--- src/rtl/instr_sequencer_pkg.sv ---
// Shared definitions for the 9-bit core sequencer: FSM state encoding,
// instruction-type codes (also used by the decoder) and the default pc width.
package instr_sequencer_pkg;

   localparam int PC_W_DEFAULT = 8;

   localparam logic [1:0] TYPE_R   = 2'b00;
   localparam logic [1:0] TYPE_I   = 2'b01;
   localparam logic [1:0] TYPE_MEM = 2'b10;
   localparam logic [1:0] TYPE_BR  = 2'b11;

   typedef enum logic [2:0] {
      IDLE  = 3'd0,
      FETCH = 3'd1,
      EXEC  = 3'd2,
      MEM   = 3'd3,
      HALT  = 3'd4
   } state_t;

endpackage

--- src/rtl/instr_sequencer.sv ---
// Multi-cycle control FSM for the 9-bit core. Owns the pc and steps each
// instruction through FETCH -> EXEC (-> MEM) -> FETCH, or into HALT.
// Strobes decode from the registered state plus decode inputs, so an
// asynchronous reset removes mem_req without waiting for a clock edge.
// Optional build macro RETIRE_COUNT_EN adds a saturating retired-instruction
// counter on output retire_count (CNT_W bits).
module instr_sequencer
   import instr_sequencer_pkg::*;
#(
   parameter int PC_W  = PC_W_DEFAULT
`ifdef RETIRE_COUNT_EN
   ,
   parameter int CNT_W = 16
`endif
) (
   input  logic              clk,
   input  logic              reset,
   input  logic              start,
   input  logic [1:0]        instr_type,
   input  logic              done_flag,
   input  logic              mem_load,
   input  logic              branch_eq,
   input  logic [PC_W-1:0]   jump_target,
   input  logic              mem_ack,
   output logic [PC_W-1:0]   pc,
   output logic              ir_load,
   output logic              reg_we,
   output logic              mem_req,
   output logic              mem_we,
   output logic              busy,
`ifdef RETIRE_COUNT_EN
   output logic [CNT_W-1:0]  retire_count,
`endif
   output logic              done
);

   state_t            state_q, state_d;
   logic [PC_W-1:0]   pc_q, pc_d;
   logic              done_q, done_d;
   logic [PC_W-1:0]   pc_inc;

   assign pc_inc = pc_q + PC_W'(1);

   // Next-state, next-pc and done decode; done_flag outranks branch_eq.
   always_comb begin
      state_d = state_q;
      pc_d    = pc_q;
      done_d  = done_q;
      case (state_q)
         IDLE: begin
            if (start) begin
               pc_d    = '0;
               state_d = FETCH;
            end
         end
         FETCH: state_d = EXEC;
         EXEC: begin
            case (instr_type)
               TYPE_R, TYPE_I: begin
                  pc_d    = pc_inc;
                  state_d = FETCH;
               end
               TYPE_MEM: state_d = MEM;
               default: begin
                  if (done_flag) begin
                     done_d  = 1'b1;
                     state_d = HALT;
                  end else begin
                     pc_d    = branch_eq ? jump_target : pc_inc;
                     state_d = FETCH;
                  end
               end
            endcase
         end
         MEM: begin
            if (mem_ack) begin
               pc_d    = pc_inc;
               state_d = FETCH;
            end
         end
         HALT: begin
            if (start) begin
               pc_d    = '0;
               done_d  = 1'b0;
               state_d = FETCH;
            end
         end
         default: state_d = IDLE;
      endcase
   end

   // FSM state, pc and done registers.
   always_ff @(posedge clk or posedge reset) begin
      if (reset) begin
         state_q <= IDLE;
         pc_q    <= '0;
         done_q  <= 1'b0;
      end else begin
         state_q <= state_d;
         pc_q    <= pc_d;
         done_q  <= done_d;
      end
   end

   assign pc      = pc_q;
   assign done    = done_q;
   assign ir_load = (state_q == FETCH);
   assign busy    = (state_q == FETCH) || (state_q == EXEC) || (state_q == MEM);
   assign mem_req = (state_q == MEM);
   assign mem_we  = (state_q == MEM) && !mem_load;
   // R/I write back in EXEC; a load writes back in the cycle its ack arrives.
   assign reg_we  = ((state_q == EXEC) && ((instr_type == TYPE_R) || (instr_type == TYPE_I)))
                 || ((state_q == MEM) && mem_ack && mem_load);

`ifdef RETIRE_COUNT_EN
   logic [CNT_W-1:0] retire_q, retire_d;
   logic             retire_inc;
   logic             start_acc;

   // An instruction retires when EXEC leaves for FETCH or HALT, or MEM is acked.
   assign retire_inc = ((state_q == EXEC) && (instr_type != TYPE_MEM))
                    || ((state_q == MEM) && mem_ack);
   assign start_acc  = start && ((state_q == IDLE) || (state_q == HALT));

   // Retire counter next value: clear on accepted start, saturate at all-ones.
   always_comb begin
      retire_d = retire_q;
      if (start_acc) begin
         retire_d = '0;
      end else if (retire_inc && !(&retire_q)) begin
         retire_d = retire_q + CNT_W'(1);
      end
   end

   // Retire counter register.
   always_ff @(posedge clk or posedge reset) begin
      if (reset) begin
         retire_q <= '0;
      end else begin
         retire_q <= retire_d;
      end
   end

   assign retire_count = retire_q;
`endif

endmodule

--- config.mk ---
export PLATFORM = sky130hd
export DESIGN_NAME = instr_sequencer
export DESIGN_NICKNAME = d
export VERILOG_FILES = /design/src/rtl/instr_sequencer_pkg.sv /design/src/rtl/instr_sequencer.sv
export SDC_FILE = /design/constraint.sdc
export NUM_CORES = 1
export LEC_CHECK = 0
export CORE_MARGIN = 3
export CORE_UTILIZATION = 39
export CTS_CLUSTER_SIZE = 14
export DETAILED_ROUTE_END_ITERATION = 10
export PLACE_DENSITY_LB_ADDON = 0.3
export SYNTH_ARGS = -nofsm -noshare
export SYNTH_HDL_FRONTEND = slang
export SYNTH_SLANG_ARGS = --single-unit
--- constraint.sdc ---
create_clock -name clk -period 1.6 [get_ports clk]
set_clock_uncertainty 0.2 [all_clocks]
set_input_delay 0.32 -clock clk [delete_from_list [all_inputs] [get_ports clk]]
set_output_delay 0.32 -clock clk [all_outputs]
set_load 0.005 [all_outputs]
Yosys cells after proc, flatten, opt, wreduce, memory -nomap -nowiden
Index checks and enable logic that the tools add are counted.
{"block": "word_totals", "mem_count": 0, "register_bits": 12, "rom_bits": 0, "word_cells": 51, "output_inout_bits": 14, "mem_bits_rw": 0, "in_bits": 17, "latch_bits": 0}
{"block": "classes", "shift": 0, "eq_ne": 13, "n_mul": 0, "addsub": 1, "reduce_logical": 19, "div_mod_pow": 0, "n_bitwise": 0, "n_mux": 15, "order_cmp": 0}
{"cell": "8-bit 2-to-1 mux", "n": 4}
{"cell": "8-bit case mux with 3 select lines", "n": 1}
{"cell": "8-bit case mux with 2 select lines", "n": 1}
{"cell": "3-bit case mux with 4 select lines", "n": 1}
{"cell": "2-bit inequality test (second input constant)", "n": 5}
{"cell": "3-bit 2-to-1 mux", "n": 3}
{"cell": "8-bit by 1-bit adder with 8-bit output (second input constant)", "n": 1}
{"cell": "3-bit by 2-bit equality test with 1-bit output (second input constant)", "n": 2}
{"cell": "3-bit case mux with 2 select lines", "n": 1}
{"cell": "5-bit AND reduction", "n": 1}
{"cell": "1-bit logical AND", "n": 4}
{"cell": "1-bit logical OR", "n": 4}
{"cell": "4-bit AND reduction", "n": 1}
{"cell": "2-bit OR reduction", "n": 2}
{"cell": "3-bit by 1-bit equality test with 1-bit output (second input constant)", "n": 1}
{"cell": "3-bit equality test (second input constant)", "n": 1}
{"cell": "3-bit logical NOT", "n": 1}
{"cell": "1-bit 2-to-1 mux", "n": 3}
{"cell": "3-bit by 2-bit inequality test with 1-bit output (second input constant)", "n": 1}
{"cell": "3-bit nonzero test", "n": 1}
{"cell": "3-bit OR reduction", "n": 1}
{"cell": "2-bit by 1-bit equality test with 1-bit output (second input constant)", "n": 1}
{"cell": "2-bit equality test (second input constant)", "n": 1}
{"cell": "2-bit logical NOT", "n": 1}
{"cell": "other kinds (5)", "n": 5}

Logic depth before layout (Yosys ltp)
{"block": "depth", "depth_word": 5, "ltp_mapped": 7, "ltp_nobuf": 5}

Worst setup path after synthesis
OpenSTA, ideal clock, no wires.
{"block": "synth_path", "path_kind": "register to register", "start": "reg state_q[2]", "end": "reg pc_q[6] (netlist: pc[6])", "n_path_buf": 1, "setup_ps": 136, "setup_slack_ps": -151, "arrival_time_ps": 1415, "synth_period_minus_slack_ps": 1751, "required_ps": 1264, "stages_incl_launch_ff": 7, "cell_sequence": "dfrtp_1 > buf_4 > nand2b_1 > a211oi_2 > a211oi_4 > a2111oi_0 > nor3_1"}
{"block": "synth_via", "elab_chain_cells": 4, "elab_cells_between_ends": 12, "classes_between": "eq/ne: 7; mux: 1; reduce/logical: 4"}
{"item": "start: declaration", "line": "instr_sequencer.sv:37", "rtl": "state_t state_q, state_d;"}
{"item": "start signal: assignment", "line": "instr_sequencer.sv:99", "rtl": "state_q <= state_d;"}
{"item": "3-bit equality test / 3-bit logical NOT (equally long branches)", "line": "instr_sequencer.sv:49", "rtl": "case (state_q)"}
{"item": "2-bit OR reduction (no line)"}
{"item": "2-bit by 1-bit inequality test with 1-bit output (no line) / 3-bit nonzero test (equally long branches)"}
{"item": "5-bit AND reduction (no line)"}
{"item": "end signal: assignment", "line": "instr_sequencer.sv:100", "rtl": "pc_q <= pc_d;"}
{"item": "end: declaration", "line": "instr_sequencer.sv:38", "rtl": "logic [PC_W-1:0] pc_q, pc_d;"}
Several ways; a longest one is shown, not always the timed one.
A chain may end at the register's enable or synchronous reset.

Final worst setup path
{"block": "layout_path", "start": "in instr_type[1]", "end": "reg pc_q[5] (netlist: pc[5])"}
{"block": "layout_via", "elab_chain_cells": 4, "elab_cells_between_ends": 9, "classes_between": "eq/ne: 4; mux: 2; reduce/logical: 3"}
{"item": "start: declaration", "line": "instr_sequencer.sv:19", "rtl": "input logic [1:0] instr_type,"}
{"item": "2-bit by 1-bit equality test with 1-bit output / 2-bit logical NOT (equally long branches)", "line": "instr_sequencer.sv:58", "rtl": "case (instr_type)"}
{"item": "2-bit OR reduction"}
{"item": "8-bit case mux with 2 select lines / 3-bit by 2-bit inequality test with 1-bit output (equally long branches)"}
{"item": "8-bit case mux with 3 select lines / 5-bit AND reduction (equally long branches)"}
Several ways; a longest one is shown, not always the timed one.

==> qor.yml <==
area_delta_synth_final_pct: 98.4
worstSkewPairLatency_ns: 0.30
fin_crit_ns: 1.92
final_util: 0.833
status: "finished with violations"
ys_types: 42
gp_congestion: 0.859
die_area_um2: 2750
async_flop_share: 1.00
syn_area_per_cell_um2: 8.67
io_pins: 31
cp.arrival_ns: 1.94
worst_slack_ns: -0.319
clk_pin_slew_ns: 0.09
die_w_um: 52.4
via_per_inst: 5.94
drc: 0
leakagePower_nw: 0.755
die_y_um: 52.4
cts_tree: "yes"
htree_levels: 1
nets: 187
hold_violations: 0
grt_usage: 0.273
drt_iter0_markers: 48
io_buffers: 30
ant_nets: 0
wire_per_inst_um: 20.9
synthCells: 97
final_common_cell: "buf_4"
yosys_warnings: 0
place_ws_ns: -0.549
clock.fmax_mhz: 521
cp.required_ns: 1.62
final_cell_mix: "buf_4, clkdlybuf4s50_1, dfrtp_1"
antenna_found_initial: 0
cp-start-kind: "input pin"
ctsRootBufferMaster: "clkbuf_4"
drive_above_1_share: 0.476
rrSetupSlack_ns: -0.32
critPathCapture: "pc[5]$_DFFE_PP0P_"
crit_type: "in -> reg"
syn_area_um2: 841
hold_ws_ns: 0.163
dp.cells: 172
setup-violations-final: 14
rows: 16
vias: 1158
critPathMaxFanout: 6
clockBufferDepth: 2
peakVddDrop_uv: 1200
cts_inserted_buffers: 3
antenna_cells: 0
maxCapViolations: 0
stdcell_count: 195
syn_nets: 115
grt_start_max_net_pins: 13
worstRegToRegCells: 8
fin_crit_sh: 1.20
ys_seq_elements: 12
post-dp-hpwl_mm: 2.01
crit_path_end_kind: "register"
clock_sinks: 12
grt_remaining_overflow: 0
regToRegStartpoint: "state_q[2]$_DFFE_PP0P_"
grt_pass1_wl_mm: 5.31
initial_utilization: 0.420
seq_area_frac_synth: 0.357
wl_mm: 4.08
grt_pass1_vias: 1108
tightest_slew_ns: 0.503
slew_viol_final: 0
worstSetupStartpoint: "instr_type[1]"
violations: "negative setup slack"
dr.pass1.iters: 4
reg2reg_to: "pc[1]$_DFFE_PP0P_"
ys.flop_type: "dfrtp_1"
synth_edf_count: 0
rsz0062_at_grt: "true"
hold_path_class: "in -> async"
p_per_area_nw_per_um2: 1790
core_area_um2: 2000
maxSlewHeadroom: 0.664
-- per-layer routing --
layer / global-route usage / vias to the layer above / part of all wire / wire (um)
met5: 0 / - / 0 / 0
met4: 0.128 / 0 / 0.032 / 129
met3: 0.0427 / 14 / 0.050 / 203
met2: 0.461 / 51 / 0.51 / 2060
met1: 0.336 / 582 / 0.41 / 1680
li1: - / 511 / - / -
-- state kept, by name (all words and copies together) (netlist names) --
register and flops:
done 1, pc 8, state_q 3
-- through the flow --
stage,total power (W),cell area [um^2],TNS [ns]
floorplan,0.00128,857,-0.457
global placement,0.00195,1330,-5.14
detailed placement,0.00199,1330,-5.76
CTS,0.00264,1580,-2.81
global route,0.00313,1670,-3.59
finish,0.00298,1670,-2.98
-- timing repair --
action                                  4_1_cts  5_1_grt
setup buffers                                20        2
resized for setup                            53       19
hold buffers                                  0        0
pin swaps                                    14       12
endpoints found under the setup margin       23       15
-- worst max-delay path: stages --
cell             delay [ns]
clkdlybuf4s50_1        0.56
nand2_2                0.17
nor3_4                 0.30
buf_6                  0.16
a22o_1                 0.16
a21oi_1                0.10
nor3_2                 0.17
-- cells in the mapped netlist (all sizes together) (2+ instances only) --
cell type	instances	area, um^2
a2111oi	2	17.5
a211oi	2	32.5
a21oi	8	40.0
a221oi	2	17.5
a22o	2	17.5
a31oi	2	12.5
a32oi	2	17.5
buf	3	23.8
dfrtp	12	300
inv	7	26.3
nand2	6	22.5
nand2b	3	18.8
nand3	3	15.0
nor2	12	45.0
nor3	3	26.3
o21ai	5	25.0
o2bb2ai	2	17.5
or4	2	15.0
-- layout make-up --
class,count,area (um^2)
multi-input combinational,74,656
inverter,7,26.3
timing repair buffer,71,616
sequential,12,300
fill,111,334
clock buffer,4,36.3
tap,27,33.8
-- power breakdown --
group,internal (W),total [W],switching (W)
clock,0.000139,0.000268,0.000129
sequential,0.000429,0.000527,0.0000973
combinational,0.00112,0.00219,0.00107
-- worst min-delay path by stage --
stage / end / cells after the start
final: state_q[1]$_DFFE_PP0P_ / 2
after global routing: state_q[1]$_DFFE_PP0P_ / 2
after CTS: done$_DFFE_PP0P_ / 2
after detailed placement: pc[7]$_DFFE_PP0P_ / 1
after global placement: pc[7]$_DFFE_PP0P_ / 1
after floorplan: done$_DFFE_PP0P_ / 1
-- cell families (layout without fill, tap and decap cells) --
| kind of cell | Yosys count | count (layout) | synth area share |
|---|---|---|---|
| fa+ha+maj | 1 | 1 | 0.0149 |
| buf+inv | 11 | 82 | 0.0640 |
| simple gates | 38 | 38 | 0.252 |
| flops | 12 | 12 | 0.357 |
| compound gates | 35 | 35 | 0.313 |
Power figures use the tool's default switching activity.
